--- config.mk ---
export PLATFORM = sky130hd
export DESIGN_NAME = melody_sequencer
export DESIGN_NICKNAME = d
export VERILOG_FILES = /design/src/rtl/melody_sequencer.sv
export SDC_FILE = /design/constraint.sdc
export NUM_CORES = 1
export LEC_CHECK = 0
export ABC_AREA = 1
export BUFFER_PORTS_ARGS = -buffer_cell sky130_fd_sc_hd__clkbuf_2
export CAP_MARGIN = 20
export CORE_MARGIN = 8
export CORE_UTILIZATION = 60
export DETAILED_ROUTE_END_ITERATION = 8
export PLACE_DENSITY = 0.79
export SYNTH_ARGS = -nofsm -noshare
export SYNTH_HDL_FRONTEND = slang
export SYNTH_SLANG_ARGS = --single-unit
export TNS_END_PERCENT = 5
--- constraint.sdc ---
create_clock -name clk -period 1.8 [get_ports clk]
set_input_delay 0 -clock clk [delete_from_list [all_inputs] [get_ports clk]]
set_output_delay 0 -clock clk [all_outputs]
set_load 0.02 [all_outputs]
--- src/rtl/melody_sequencer.sv ---
// melody_sequencer
// Walks a note ROM of {beats[7:5], tone[4:0]} entries and drives the buzzer
// tone/enable for beats*BEAT_CYCLES clocks per entry, followed by a silent gap.
// Handles rests (tone 0 or above 21), an end-of-song marker (beats 0),
// looping back to entry 0, and abort on stop. All outputs are registered and
// change on the same edge as the state they belong to.
module melody_sequencer #(
    parameter int BEAT_CYCLES = 3_000_000,
    parameter int GAP_CYCLES  = 120_000,
    parameter int SONG_LEN    = 32,
    parameter int ADDR_W      = 5
) (
    input  logic              clk,
    input  logic              rst,
    input  logic              start,
    input  logic              stop,
    input  logic              loop,
    output logic [ADDR_W-1:0] rom_addr,
    input  logic [7:0]        rom_data,
    output logic [4:0]        tone,
    output logic              buzzer_en,
    output logic              busy,
    output logic              done
);

    // Counter widths; a 1-bit floor keeps degenerate parameters legal.
    localparam int BEAT_W = (BEAT_CYCLES > 1) ? $clog2(BEAT_CYCLES) : 1;
    localparam int GAP_W  = (GAP_CYCLES > 1) ? $clog2(GAP_CYCLES) : 1;

    localparam logic [BEAT_W-1:0] BEAT_LAST = BEAT_W'(BEAT_CYCLES - 1);
    localparam logic [GAP_W-1:0]  GAP_LAST  = GAP_W'(GAP_CYCLES - 1);
    localparam logic [ADDR_W-1:0] ADDR_LAST = ADDR_W'(SONG_LEN - 1);

    typedef enum logic [2:0] {
        S_IDLE  = 3'd0,
        S_FETCH = 3'd1,
        S_LOAD  = 3'd2,
        S_PLAY  = 3'd3,
        S_GAP   = 3'd4
    } state_t;

    state_t            state_r;
    logic [BEAT_W-1:0] beat_cnt_r;
    logic [2:0]        beats_left_r;
    logic [GAP_W-1:0]  gap_cnt_r;

    logic [2:0] rom_beats_s;
    logic [4:0] rom_tone_s;
    logic       rom_is_note_s;
    logic       play_last_s;
    logic       note_end_s;
    logic       song_end_s;

    // Decode the ROM entry and work out whether this cycle finishes a note or the song.
    always_comb begin
        rom_beats_s   = rom_data[7:5];
        rom_tone_s    = rom_data[4:0];
        rom_is_note_s = (rom_tone_s != 5'd0) && (rom_tone_s <= 5'd21);
        play_last_s   = (state_r == S_PLAY) && (beat_cnt_r == BEAT_LAST) &&
                        (beats_left_r == 3'd1);
        if (GAP_CYCLES == 0) begin
            // Without a gap the note hands straight over to the next fetch.
            note_end_s = play_last_s;
        end else begin
            note_end_s = (state_r == S_GAP) && (gap_cnt_r == GAP_LAST);
        end
        song_end_s = ((state_r == S_LOAD) && (rom_beats_s == 3'd0)) ||
                     (note_end_s && (rom_addr == ADDR_LAST));
    end

    // Sequencer state, counters and registered outputs.
    always_ff @(posedge clk) begin
        if (rst || stop) begin
            // Reset and abort share one quiet state; abort never pulses done.
            state_r      <= S_IDLE;
            rom_addr     <= {ADDR_W{1'b0}};
            tone         <= 5'd0;
            buzzer_en    <= 1'b0;
            busy         <= 1'b0;
            done         <= 1'b0;
            beat_cnt_r   <= {BEAT_W{1'b0}};
            beats_left_r <= 3'd0;
            gap_cnt_r    <= {GAP_W{1'b0}};
        end else begin
            done <= 1'b0;
            if (song_end_s) begin
                tone       <= 5'd0;
                buzzer_en  <= 1'b0;
                rom_addr   <= {ADDR_W{1'b0}};
                beat_cnt_r <= {BEAT_W{1'b0}};
                gap_cnt_r  <= {GAP_W{1'b0}};
                if (loop) begin
                    state_r <= S_FETCH;
                end else begin
                    state_r <= S_IDLE;
                    busy    <= 1'b0;
                    done    <= 1'b1;
                end
            end else if (note_end_s) begin
                state_r    <= S_FETCH;
                rom_addr   <= rom_addr + ADDR_W'(1);
                tone       <= 5'd0;
                buzzer_en  <= 1'b0;
                beat_cnt_r <= {BEAT_W{1'b0}};
                gap_cnt_r  <= {GAP_W{1'b0}};
            end else begin
                case (state_r)
                    S_IDLE: begin
                        if (start) begin
                            state_r  <= S_FETCH;
                            rom_addr <= {ADDR_W{1'b0}};
                            busy     <= 1'b1;
                        end
                    end
                    S_FETCH: begin
                        state_r <= S_LOAD;
                    end
                    S_LOAD: begin
                        // Marker entries never reach here; song_end_s handles them.
                        state_r      <= S_PLAY;
                        beats_left_r <= rom_beats_s;
                        beat_cnt_r   <= {BEAT_W{1'b0}};
                        tone         <= rom_is_note_s ? rom_tone_s : 5'd0;
                        buzzer_en    <= rom_is_note_s;
                    end
                    S_PLAY: begin
                        if (beat_cnt_r == BEAT_LAST) begin
                            beat_cnt_r <= {BEAT_W{1'b0}};
                            if (beats_left_r == 3'd1) begin
                                state_r   <= S_GAP;
                                gap_cnt_r <= {GAP_W{1'b0}};
                                tone      <= 5'd0;
                                buzzer_en <= 1'b0;
                            end else begin
                                beats_left_r <= beats_left_r - 3'd1;
                            end
                        end else begin
                            beat_cnt_r <= beat_cnt_r + BEAT_W'(1);
                        end
                    end
                    S_GAP: begin
                        gap_cnt_r <= gap_cnt_r + GAP_W'(1);
                    end
                    default: begin
                        state_r   <= S_IDLE;
                        rom_addr  <= {ADDR_W{1'b0}};
                        tone      <= 5'd0;
                        buzzer_en <= 1'b0;
                        busy      <= 1'b0;
                    end
                endcase
            end
        end
    end

endmodule
Yosys cells after proc, flatten, opt, wreduce, memory -nomap -nowiden
Cells that the tools add are included.
- register bits: 58
- latch bits: 0
- bits in writable memories: 0
- memory bits (read-only): 0
- input bits: 13
- output and inout bits: 13
- word-level logic and storage cells: 91
- memories kept: 0
- add/subtract/negate cells: 4
- $mul: 0
- div/mod/pow operators: 0
- order comparisons: 1
- equality and inequality tests: 21
- shift operators: 0
- multiplexer cells: 31
- bitwise gates (word level): 3
- reductions and logical operators: 22
- operator list (operator ; count):
    $pmux 22 s2 ; 1
    $mux 17 ; 2
    $pmux 17 s2 ; 1
    $mux 5 ; 5
    $add 22x1->22 const B ; 1
    $eq 22x22->1 const B ; 1
    $mux 22 ; 1
    $mux 3 ; 7
    $add 17x1->17 const B ; 1
    $eq 17x17->1 const B ; 1
    $pmux 3 s5 ; 1
    $pmux 5 s3 ; 1
    $ne 2x1->1 const B ; 5
    $pmux 5 s2 ; 1
    $ne 3x3->1 const B ; 3
    $mux 1 ; 8
    $ne 4x3->1 const B ; 2
    $reduce_and 4->1 ; 2
    $eq 3x1->1 const B ; 2
    $eq 3x2->1 const B ; 2
    $logic_not 3->1 ; 2
    $pmux 3 s2 ; 1
    $reduce_and 3->1 ; 2
    $reduce_or 3->1 ; 2
    18 further kinds ; 27

Depth between registers and ports, before layout
Gate-level depths: netlist of the first run.
- depth after elaboration: 6
- gate-level depth with buffers: 12
- gate-level depth less buffers: 11

Worst setup path before layout of the first run
No wires, ideal clock.
- path type: register -> register
- start: register beat_cnt_r[0]
- end: register gap_cnt_r[11]
- setup time: 0.122 ns
- arrival: 1.425 ns
- data required time: 1.678 ns
- path slack: 0.254 ns
- cell stages (with the launch flop): 10
- path buffers: 1
- clock period less this slack: 1.546 ns
- cells stage by stage: dfxtp_1 -> ha_1 -> nand3_2 -> nor2_1 -> nand3_2 -> nand2_4 -> nand2_4 -> buf_6 -> o21ai_0 -> a21oi_1
- longest elaborated chain between the ends: 3
- ends and longest elaborated chain (what ; line ; source):
    start, declared ; 43 ; logic [BEAT_W-1:0] beat_cnt_r;
    start signal, assigned ; 81 ; beat_cnt_r <= {BEAT_W{1'b0}};
    start signal, assigned ; 90 ; beat_cnt_r <= {BEAT_W{1'b0}};
    start signal, assigned ; 104 ; beat_cnt_r <= {BEAT_W{1'b0}};
    $eq 22x22->1 ; 127 ; if (beat_cnt_r == BEAT_LAST) begin
    $ne 2x1->1 (no line) ; - ;
    $reduce_and 3->1 (no line) ; - ;
    end signal, assigned ; 105 ; gap_cnt_r <= {GAP_W{1'b0}};
    end signal, assigned ; 131 ; gap_cnt_r <= {GAP_W{1'b0}};
    end signal, assigned ; 142 ; gap_cnt_r <= gap_cnt_r + GAP_W'(1);
    end, declared ; 45 ; logic [GAP_W-1:0] gap_cnt_r;
Every way passes these cells.
A chain may end at the register's enable or synchronous reset.

Final worst setup path of the first run
- start: register gap_cnt_r[1]
- end: register beat_cnt_r[13]
- longest elaborated chain between the ends: 5
- ends and longest elaborated chain (what ; line ; source):
    start signal, assigned ; 83 ; gap_cnt_r <= {GAP_W{1'b0}};
    start signal, assigned ; 91 ; gap_cnt_r <= {GAP_W{1'b0}};
    start signal, assigned ; 105 ;
    $eq 17x17->1 (*) ; 65 ; note_end_s = (state_r == S_GAP) && (gap_cnt_r == GAP_LAST);
    $logic_and 1x1->1 (*) ; 65 ;
    $logic_and 1x1->1 ; 68 ; (note_end_s && (rom_addr == ADDR_LAST));
    $logic_or 1x1->1 ; 67 ; song_end_s = ((state_r == S_LOAD) && (rom_beats_s == 3'd0)) ||
    $reduce_or 3->1 (no line) (*) ; - ;
Every way passes the cells marked *; elsewhere a longest branch is shown, timed or not.

==> metrics, run 1 <==
outcome=completed; clk slew on worst S/H paths=0.07 ns; Residual DRC=0; dpl ws=around 0.064 ns; core region area=5820 µm²; crit-path max FO=17; GP Congestion=between 0.9 and 1; grt met1 use=27.4%; Setup CP Type=flip-flop to flip-flop; syn nets=550; DRT Pass-1 Iters=6; multi-input logic area=2080 µm²; fill count=between 500 and 600; Die Wd=a little over 90 µm; Total Neg Setup Slack=0 ns; post-DP HPWL=6.51 mm; Critical Path Start Type=flip-flop; Final Instance Area=4080 µm²; Synth Register Bits=58; diodes inserted=0; GR met3 Demand/Resource=between 4 and 5%; Critical Path AT=around 1.9 ns; post-DR wirelength/cell=13.8 µm; vias per cell=5.58; Max-Slew Margin vs Limit=65.7%; LEAKAGE=~1.6 nW; Sequential cell area=1160 µm²; clock latency on the worst-skew pair=between 0.3 and 0.4 ns; final hold slack=roughly 0.027 ns; final period utilization=93.6%; Worst Tran Pin Value=0.513 ns; NumNets Final=601; Yosys warning count=0; CTS tree=done; Psw=657 µW; Rows=28; Synth area leaders=dfxtp_1 (33%), nand2_1 (14%), nor2_1 (6.7%); Starting Density=60.7%; Ports=26; switch share=25.9%; Netlist cell types=36; Reg power frac=51.0%; pwr/cell area=roughly 620 nW/µm²; fraction of the yosys area taken by sequential cells=~33%; first-pass GRT wire length=15.6 mm; Total Routing Usage GR=22.1%; layout cell share with drive strength beyond 1=18.4%; HP Class=input port to flip-flop; fin. max-slew vios=0; Internal=1.88 mW; H-tree Lvls=3; Initial DRC Count=317; Comb power frac=7.0%; Num Clock Sinks=58; worst clock skew=a little over 0.009 ns; Crit. End Element=flip-flop; Critical Path RT=2.02 ns; Post-Layout Cell Count=662; Mapped Avg Cell Area=6.65 µm²; f_max=594 MHz; post-synthesis cell count=531; Die H=92.7 µm; Die ar.=~8600 µm²; initial antenna violation count=0; largest net degree at the start of global routing=18; Cell Area, Placed=3830 µm²; Mapped Area=3530 µm²; Num CTS Buffers=9; vias in the first global route=3,513; Finished Core Util=between 70 and 80%; max capacitance violation total=0; grt total ovfl=0; grt peak-use layer=met2; DR vias=3,693; Root Buffer=clkbuf_8; total wire length=9.14 mm; Hold Vio Cnt, Final=0; port bufs=25; RSZ-0062 raised after global routing=true; Max clock buf depth=2; share of the synthesized area in the top cell type=32.9%; total chip power=roughly 2.5 mW; Final setup viols=0; met2 Use GR=35.9%; setup ws final=0.116 ns; Clk pwr share=42.0%; minimum clock period=around 1.7 ns; Post-DRT Antenna Nets=0; Area Growth Syn to Fin=15.7%; largest area contributor in the netlist=dfxtp_1; Post-Place Cells=639; peak supply drop=575 µV
## cell families (layout without fill, tap and decap cells)
group	count (synthesis)	in the layout	share of synthesized area, %
buf+inv	67	123	8.51
compound gates	88	88	13.8
fa+ha+maj	6	6	2.13
flops	58	58	32.9
xor+xnor	13	13	3.23
simple gates	299	299	39.4
## power by group through the flow
stage / clock network (mW) / registers, mW / logic, mW
3_5_place_dp: 0 / 1.32 / 0.163
4_1_cts: 1.08 / 1.30 / 0.175
2_1_floorplan: 0 / 1.33 / 0.108
5_1_grt: 1.13 / 1.30 / 0.198
3_3_place_gp: 0 / 1.32 / 0.160
6_report: 1.07 / 1.30 / 0.179
## registers in the layout, indices dropped and copies added, names as in the netlist
name          cells
beat_cnt_r       22
beats_left_r      3
busy              1
buzzer_en         1
done              1
gap_cnt_r        17
rom_addr          5
state_r           3
tone              5
## area by class of cell
cell class / instances / share of cell area, %
multi-input combinational: 406 / 51.1
sequential: 58 / 28.4
timing repair buffer: 50 / 8.64
inverter: 57 / 5.36
clock buffer: 11 / 3.46
tap: 75 / 2.30
clock inverter: 5 / 0.736
## worst max-delay path, stage by stage, from the launching register on
cell and delay, ns:
dfxtp_1 0.37, ha_2 0.23, nand3_2 0.16, nor2_4 0.18, nand3_4 0.12, nand2_4 0.14, nor2_8 0.07, inv_4 0.09
buf_12 0.15, a21oi_1 0.05
## path summary, 6_finish.rpt
path	to	from	slack (ns)	cells after the start
hold reg to reg	tone[2]	tone[2]	0.47	2
setup reg to reg	beat_cnt_r[13]	gap_cnt_r[1]	0.12	9
setup / recovery	beat_cnt_r[13]	gap_cnt_r[1]	0.12	9
hold / removal	tone[3]	rom_data[3]	0.03	5
## synthesized netlist by cell type, drive strengths merged
cell type,number
o21ai,32
a21oi,46
nand2,142
a31o,1
and2,1
xor2,10
nand3b,2
buf,8
nor4,1
o211ai,3
or2,8
inv,57
o31ai,1
xnor2,3
clkbuf,2
nor2,70
a21o,1
nor3,13
nand3,49
ha,6
dfxtp,58
o22ai,1
o21a,3
nand4,13
## what timing repair did
| item | 4_1_cts | 5_1_grt |
|---|---|---|
| setup buffers | 0 | 1 |
| resized for setup | 0 | 10 |
| hold buffers | 6 | 0 |
| hold endpoints to repair | 7 | 0 |
| endpoints found under the setup margin | 0 | 41 |
## layer usage
metal  vias up  part of all wire [%]
met4         0                   2.5
li1       1841                     -
met3        19                   6.1
met5         -                     0
met2       134                    46
met1      1699                    45
## placed cells by master (no fill, tap or decap), types with 10 or more instances in the layout
cell type,netlist,layout
buf_4,0,17
o21ai_0,30,24
dfxtp_1,58,58
nor3_1,13,13
nand4_1,13,13
xor2_1,10,10
clkbuf_2,2,25
clkbuf_8,0,10
nand2_1,132,132
nor2_1,63,61
nand3_1,42,42
a21oi_1,40,40
inv_1,51,51
(Power assumes the default switching activity.)
==> inputs of run 2 (changes only) <==
- CAP_MARGIN: 20 -> not set
- RECOVER_POWER: not set -> 25
- clock period: 1.8 -> 2 ns (I/O delays scaled with it)
==> run 2 against run 1 <==
  * Wire length down 1.8%
  * Clock power grew 14%
  * Setup slack lost 0.018 ns
  * Combinational power down 17%
  * Final cell count shrank 2.0%
  * Power shrank 0.29%
  * Critical path depth shrank 1
  * Hold slack worse by 0.010 ns
  * Sequential cell count did not move
  * Utilization fell by 1.8 points
  * Critical path type unchanged
  * Critical endpoint is now gap_cnt_r[4]
==> metrics, run 2 (same netlist as run 1, synthesis figures left out) <==
peak supply drop=398 µV (was 575 µV); crit-path max FO=17 (unchanged); Top Registers=beat_cnt_r (22), gap_cnt_r (17) (unchanged); pwr/cell area=637 nW/µm² (was 623 nW/µm²); DR vias=3,602 (was 3,693); minimum clock period=1.90 ns (was 1.68 ns); worst clock skew=0.0156 ns (was 0.00905 ns); vias in the first global route=3,483 (was 3,513); Internal=1.91 mW (was 1.88 mW); Num CTS Buffers=9 (unchanged); Area Growth Syn to Fin=12.7% (was 15.7%); HP Class=input port to flip-flop (unchanged); Crit. End Element=flip-flop (unchanged); Post-DRT Antenna Nets=0 (unchanged); f_max=526 MHz (was 594 MHz); outcome=completed (unchanged); Critical Path AT=2.11 ns (was 1.90 ns); CP Buf/Inv Count=0 (was 2); Comb power frac=5.9% (was 7.0%); Die ar.=8590 µm² (unchanged); Root Buffer=clkbuf_8 (unchanged); max capacitance violation total=0 (unchanged); Critical Path RT=2.21 ns (was 2.02 ns); Cell Area, Placed=3710 µm² (was 3830 µm²); Max-Slew Margin vs Limit=65.6% (was 65.7%); H-tree Lvls=3 (unchanged); Worst Tran Pin Value=0.516 ns (was 0.513 ns); port bufs=25 (unchanged); Largest stage delay, worst path=0.37 ns (about the same); crit-path cells=ha_1, nand3_2, nor2_1, nand3_2, nand2_4, nand2_4, o21ai_0, a21oi_1 (was ha_2, nand3_2, nor2_4, nand3_4, nand2_4, nor2_8, inv_4, buf_12, a21oi_1); NumNets Final=588 (was 601); Hold Vio Cnt, Final=0 (unchanged); post-DR wirelength/cell=13.8 µm (about the same); clock latency on the worst-skew pair=0.35 ns (was 0.34 ns); LEAKAGE=1.46 nW (was 1.56 nW); Starting Density=60.7% (unchanged); crit-path leading delay family=simple AND/OR/NAND/NOR gates (unchanged); Final Instance Area=3980 µm² (was 4080 µm²); Finished Core Util=68.4% (was 70.2%); switch share=24.7% (was 25.9%); fill count=529 (was 509); vias per cell=5.55 (was 5.58); Total Routing Usage GR=22.0% (was 22.1%); Initial DRC Count=246 (was 317); commonest cells after routing, fill and taps aside=nand2_1 (132), nor2_1 (63), dfxtp_1 (58) (was nand2_1 (132), nor2_1 (61), dfxtp_1 (58)); CTS tree=done (unchanged); largest register by flop count=beat_cnt_r (unchanged); Clk pwr share=48.1% (was 42.0%); Die Wd=92.7 µm (unchanged); Final setup viols=0 (unchanged); Residual DRC=0 (unchanged); total chip power=2.53 mW (was 2.54 mW); commonest non-fill, non-tap cell in the layout=nand2_1 (unchanged); diodes inserted=0 (unchanged); Total Neg Setup Slack=0 ns (unchanged); max reg flops=22 (unchanged); Psw=626 µW (was 657 µW); total wire length=8.98 mm (was 9.14 mm); RSZ-0062 raised after global routing=false (was true); Num Clock Sinks=58 (unchanged); Rows=28 (unchanged); largest net degree at the start of global routing=34 (was 18); final period utilization=95.1% (was 93.6%); fin. max-slew vios=0 (unchanged); post-DP HPWL=6.34 mm (was 6.51 mm); Max clock buf depth=2 (unchanged); grt total ovfl=0 (unchanged); first-pass GRT wire length=15.6 mm (about the same); GP Congestion=0.943 (was 0.946); Critical Path Start Type=flip-flop (unchanged); clk slew on worst S/H paths=0.07 ns (about the same); slowest CP cell=dfxtp_1 (unchanged); layout cell share with drive strength beyond 1=13.9% (was 18.4%); Setup CP Type=flip-flop to flip-flop (unchanged); initial antenna violation count=0 (unchanged); DRT Pass-1 Iters=6 (unchanged); Ports=26 (unchanged); core region area=5820 µm² (unchanged); Die H=92.7 µm (unchanged); Reg power frac=46.0% (was 51.0%)
run 2: metrics by stage:
stage	setup slack [ns]	cells	hold slack [ns]
after global placement	0.240	627	0.268
after CTS	0.131	649	0.00321
final	0.0982	649	0.0168
after detailed placement	0.180	627	0.265
after global routing	0.0384	649	0.0561
after floorplan	0.454	531	0.145
run 2: path summary, 6_finish.rpt:
check	from	end	slack, ns	cells past startpoint
hold / removal	rom_data[3]	tone[3]	0.02	5
setup / recovery	beat_cnt_r[0]	gap_cnt_r[4]	0.1	8
hold reg to reg	tone[2]	tone[2]	0.47	2
setup reg to reg	beat_cnt_r[0]	gap_cnt_r[4]	0.1	8
run 2: power groups by stage:
stage / Sequential [mW] / Clock [mW] / Combinational, mW
global placement: 1.19 / 0 / 0.133
detailed placement: 1.19 / 0 / 0.137
finish: 1.17 / 1.22 / 0.148
floorplan: 1.19 / 0 / 0.0971
global route: 1.17 / 1.28 / 0.166
CTS: 1.17 / 1.22 / 0.146
run 2: layout make-up:
class,count,area [µm²],area share [%]
clock buffers,9,124,3.12
inverters,57,221,5.57
flip-flops and latches,58,1160,29.2
clock inverters,7,93.8,2.36
well taps,75,93.8,2.36
multi-input cells,406,2070,52.0
repair buffers,37,214,5.38
run 2: metal layers:
| metal | wire [µm] | GRT usage, % |
|---|---|---|
| met3 | 461 | 4.13 |
| met2 | 4170 | 36.2 |
| met1 | 4210 | 27.7 |
| met5 | 0 | 0 |
| met4 | 136 | 8.72 |
run 2: timing repair:
action                                  in CTS  in global routing
resized for setup                            0                  1
endpoints found under the hold margin        8                  0
hold buffers                                 6                  0
endpoints found under the setup margin       0                  1
buffers inserted                             0                  0
run 2: worst min-delay path: cells and delay by family:
family | cells | cell delay [ns]
AOI/OAI and AO/OA | 1 | 0.06
buffers and inverters | 2 | 0.15
and+or+nand+nor | 2 | 0.10
==> inputs of run 3 (changes only) <==
- CORE_UTILIZATION: 60 -> 65
- PLACE_DENSITY: 0.79 -> 0.85
==> run 3 against run 2 <==
  * Final area is 0.85% lower
  * Global-route usage is 2.2 points higher
  * First-iteration DRC count is 17% higher
  * Non-clock buffer count is 2 lower
  * Largest cell class unchanged
==> metrics, run 3 (same netlist as run 1, synthesis figures left out) <==
crit-path max FO=17 (unchanged); Post-DRT Antenna Nets=0 (unchanged); H-tree Lvls=3 (unchanged); Sequential cell area=1160 µm² (unchanged); Total Routing Usage GR=24.2% (was 22.0%); switch share=23.5% (was 24.7%); Die ar.=8040 µm² (was 8590 µm²); largest net degree at the start of global routing=34 (unchanged); initial antenna violation count=0 (unchanged); DRT Pass-1 Iters=5 (was 6); DR vias=3,606 (was 3,602); Top Registers=beat_cnt_r (22), gap_cnt_r (17) (unchanged); peak supply drop=499 µV (was 398 µV); Psw=583 µW (was 626 µW); Total Neg Setup Slack=0 ns (unchanged); worst clock skew=0.00599 ns (was 0.0156 ns); Rows=27 (was 28); clk slew on worst S/H paths=0.07 ns (about the same); crit-path leading delay family=simple AND/OR/NAND/NOR gates (unchanged); GP Congestion=0.919 (was 0.943); pwr/cell area=631 nW/µm² (was 637 nW/µm²); vias in the first global route=3,448 (was 3,483); Ports=26 (unchanged); Finished Core Util=73.4% (was 68.4%); Residual DRC=0 (unchanged); post-CTS setup buffers=0 (unchanged); minimum clock period=1.81 ns (was 1.90 ns); vias per cell=5.61 (was 5.55); total wire length=8.73 mm (was 8.98 mm); Clk pwr share=47.1% (was 48.1%); grt total ovfl=0 (unchanged); Internal=1.90 mW (was 1.91 mW); core region area=5370 µm² (was 5820 µm²); Critical Path RT=2.22 ns (was 2.21 ns); Setup CP Type=flip-flop to flip-flop (unchanged); clock latency on the worst-skew pair=0.34 ns (was 0.35 ns); Comb power frac=6.0% (was 5.9%); CTS tree=done (unchanged); LEAKAGE=1.44 nW (was 1.46 nW); Area Growth Syn to Fin=11.7% (was 12.7%); crit-path cells=ha_1, nand3_2, nor2_1, nand3_2, nand2_4, nand2_4, o21ai_0, a21oi_1 (unchanged); NumNets Final=586 (was 588); RSZ-0062 raised after global routing=false (unchanged); largest register by flop count=beat_cnt_r (unchanged); multi-input logic area=2060 µm² (was 2070 µm²); Critical Path AT=2.02 ns (was 2.11 ns); f_max=553 MHz (was 526 MHz); Starting Density=65.7% (was 60.7%); Final setup viols=0 (unchanged); max capacitance violation total=0 (unchanged); outcome=completed (unchanged); Max-Slew Margin vs Limit=68.0% (was 65.6%); max reg flops=22 (unchanged); Root Buffer=clkbuf_8 (unchanged); Max clock buf depth=2 (unchanged); HP Class=input port to flip-flop (unchanged); Num Clock Sinks=58 (unchanged); Hold Vio Cnt, Final=0 (unchanged); layout cell share with drive strength beyond 1=13.0% (was 13.9%); diodes inserted=0 (unchanged); Crit. End Element=flip-flop (unchanged); Num CTS Buffers=9 (unchanged); Largest stage delay, worst path=0.36 ns (was 0.37 ns); Initial DRC Count=288 (was 246); slowest CP cell=dfxtp_1 (unchanged); Die Wd=89.7 µm (was 92.7 µm); fill count=434 (was 529); commonest cells after routing, fill and taps aside=nand2_1 (132), nor2_1 (64), dfxtp_1 (58) (was nand2_1 (132), nor2_1 (63), dfxtp_1 (58)); CP Buf/Inv Count=0 (unchanged); fin. max-slew vios=0 (unchanged); first-pass GRT wire length=15.3 mm (was 15.6 mm); post-DP HPWL=6.14 mm (was 6.34 mm); final period utilization=90.4% (was 95.1%); commonest non-fill, non-tap cell in the layout=nand2_1 (unchanged); Worst Tran Pin Value=0.480 ns (was 0.516 ns); post-DR wirelength/cell=13.6 µm (was 13.8 µm); Reg power frac=46.9% (was 46.0%); port bufs=25 (unchanged); Die H=89.7 µm (was 92.7 µm); Critical Path Start Type=flip-flop (unchanged)
run 3: area by class of cell:
type                            count  share of cell area, %
Sequential cell                    58                   29.5
Clock buffer                       10                   3.24
Multi-Input combinational cell    406                   52.3
Clock inverter                      5                   2.03
Timing Repair Buffer               35                   5.11
Tap cell                           72                   2.28
Inverter                           57                   5.62
run 3: worst paths after layout:
kind / from / endpoint / slack [ns] / depth (start not counted)
max: beat_cnt_r[0] / gap_cnt_r[13] / 0.19 / 8
min: rst / state_r[2] / 0.06 / 5
max reg2reg: beat_cnt_r[0] / gap_cnt_r[13] / 0.19 / 8
min reg2reg: buzzer_en / buzzer_en / 0.47 / 2
run 3: through the flow:
stage	power, mW	cell area (µm²)	instances	setup slack [ns]	hold slack [ns]
CTS	2.49	3960	643	0.179	0.0434
finish	2.49	3940	643	0.193	0.0570
global placement	1.32	3690	621	0.260	0.274
detailed placement	1.33	3690	621	0.194	0.282
global route	2.57	3940	643	0.0179	0.0603
floorplan	1.29	3530	531	0.454	0.145
run 3: repair_timing:
action,in CTS,in global routing
resized for setup,0,1
hold buffers,7,0
endpoints found under the hold margin,7,0
setup endpoints to repair,0,1
run 3: power by group through the flow:
stage / combinational, mW / sequential (mW) / clock (mW)
after floorplan: 0.0971 / 1.19 / 0
final: 0.149 / 1.17 / 1.17
after CTS: 0.148 / 1.17 / 1.18
after detailed placement: 0.135 / 1.19 / 0
after global placement: 0.132 / 1.19 / 0
after global routing: 0.165 / 1.17 / 1.24
run 3: metal layers:
metal	track usage, %	share of wire, %	vias to the layer above
met2	39.4	46	136
met3	6.82	7.1	20
met4	10.1	2.0	0
met1	29.3	45	1642
li1	-	-	1808
met5	0	0	-
run 3: worst register-to-register path, cell delays in order (launching register included):
cell and delay (ns):
dfxtp_1 0.36, ha_1 0.21, nand3_2 0.14, nor2_1 0.17
nand3_2 0.16, nand2_4 0.20, nand2_4 0.16, o21ai_0 0.21
a21oi_1 0.08
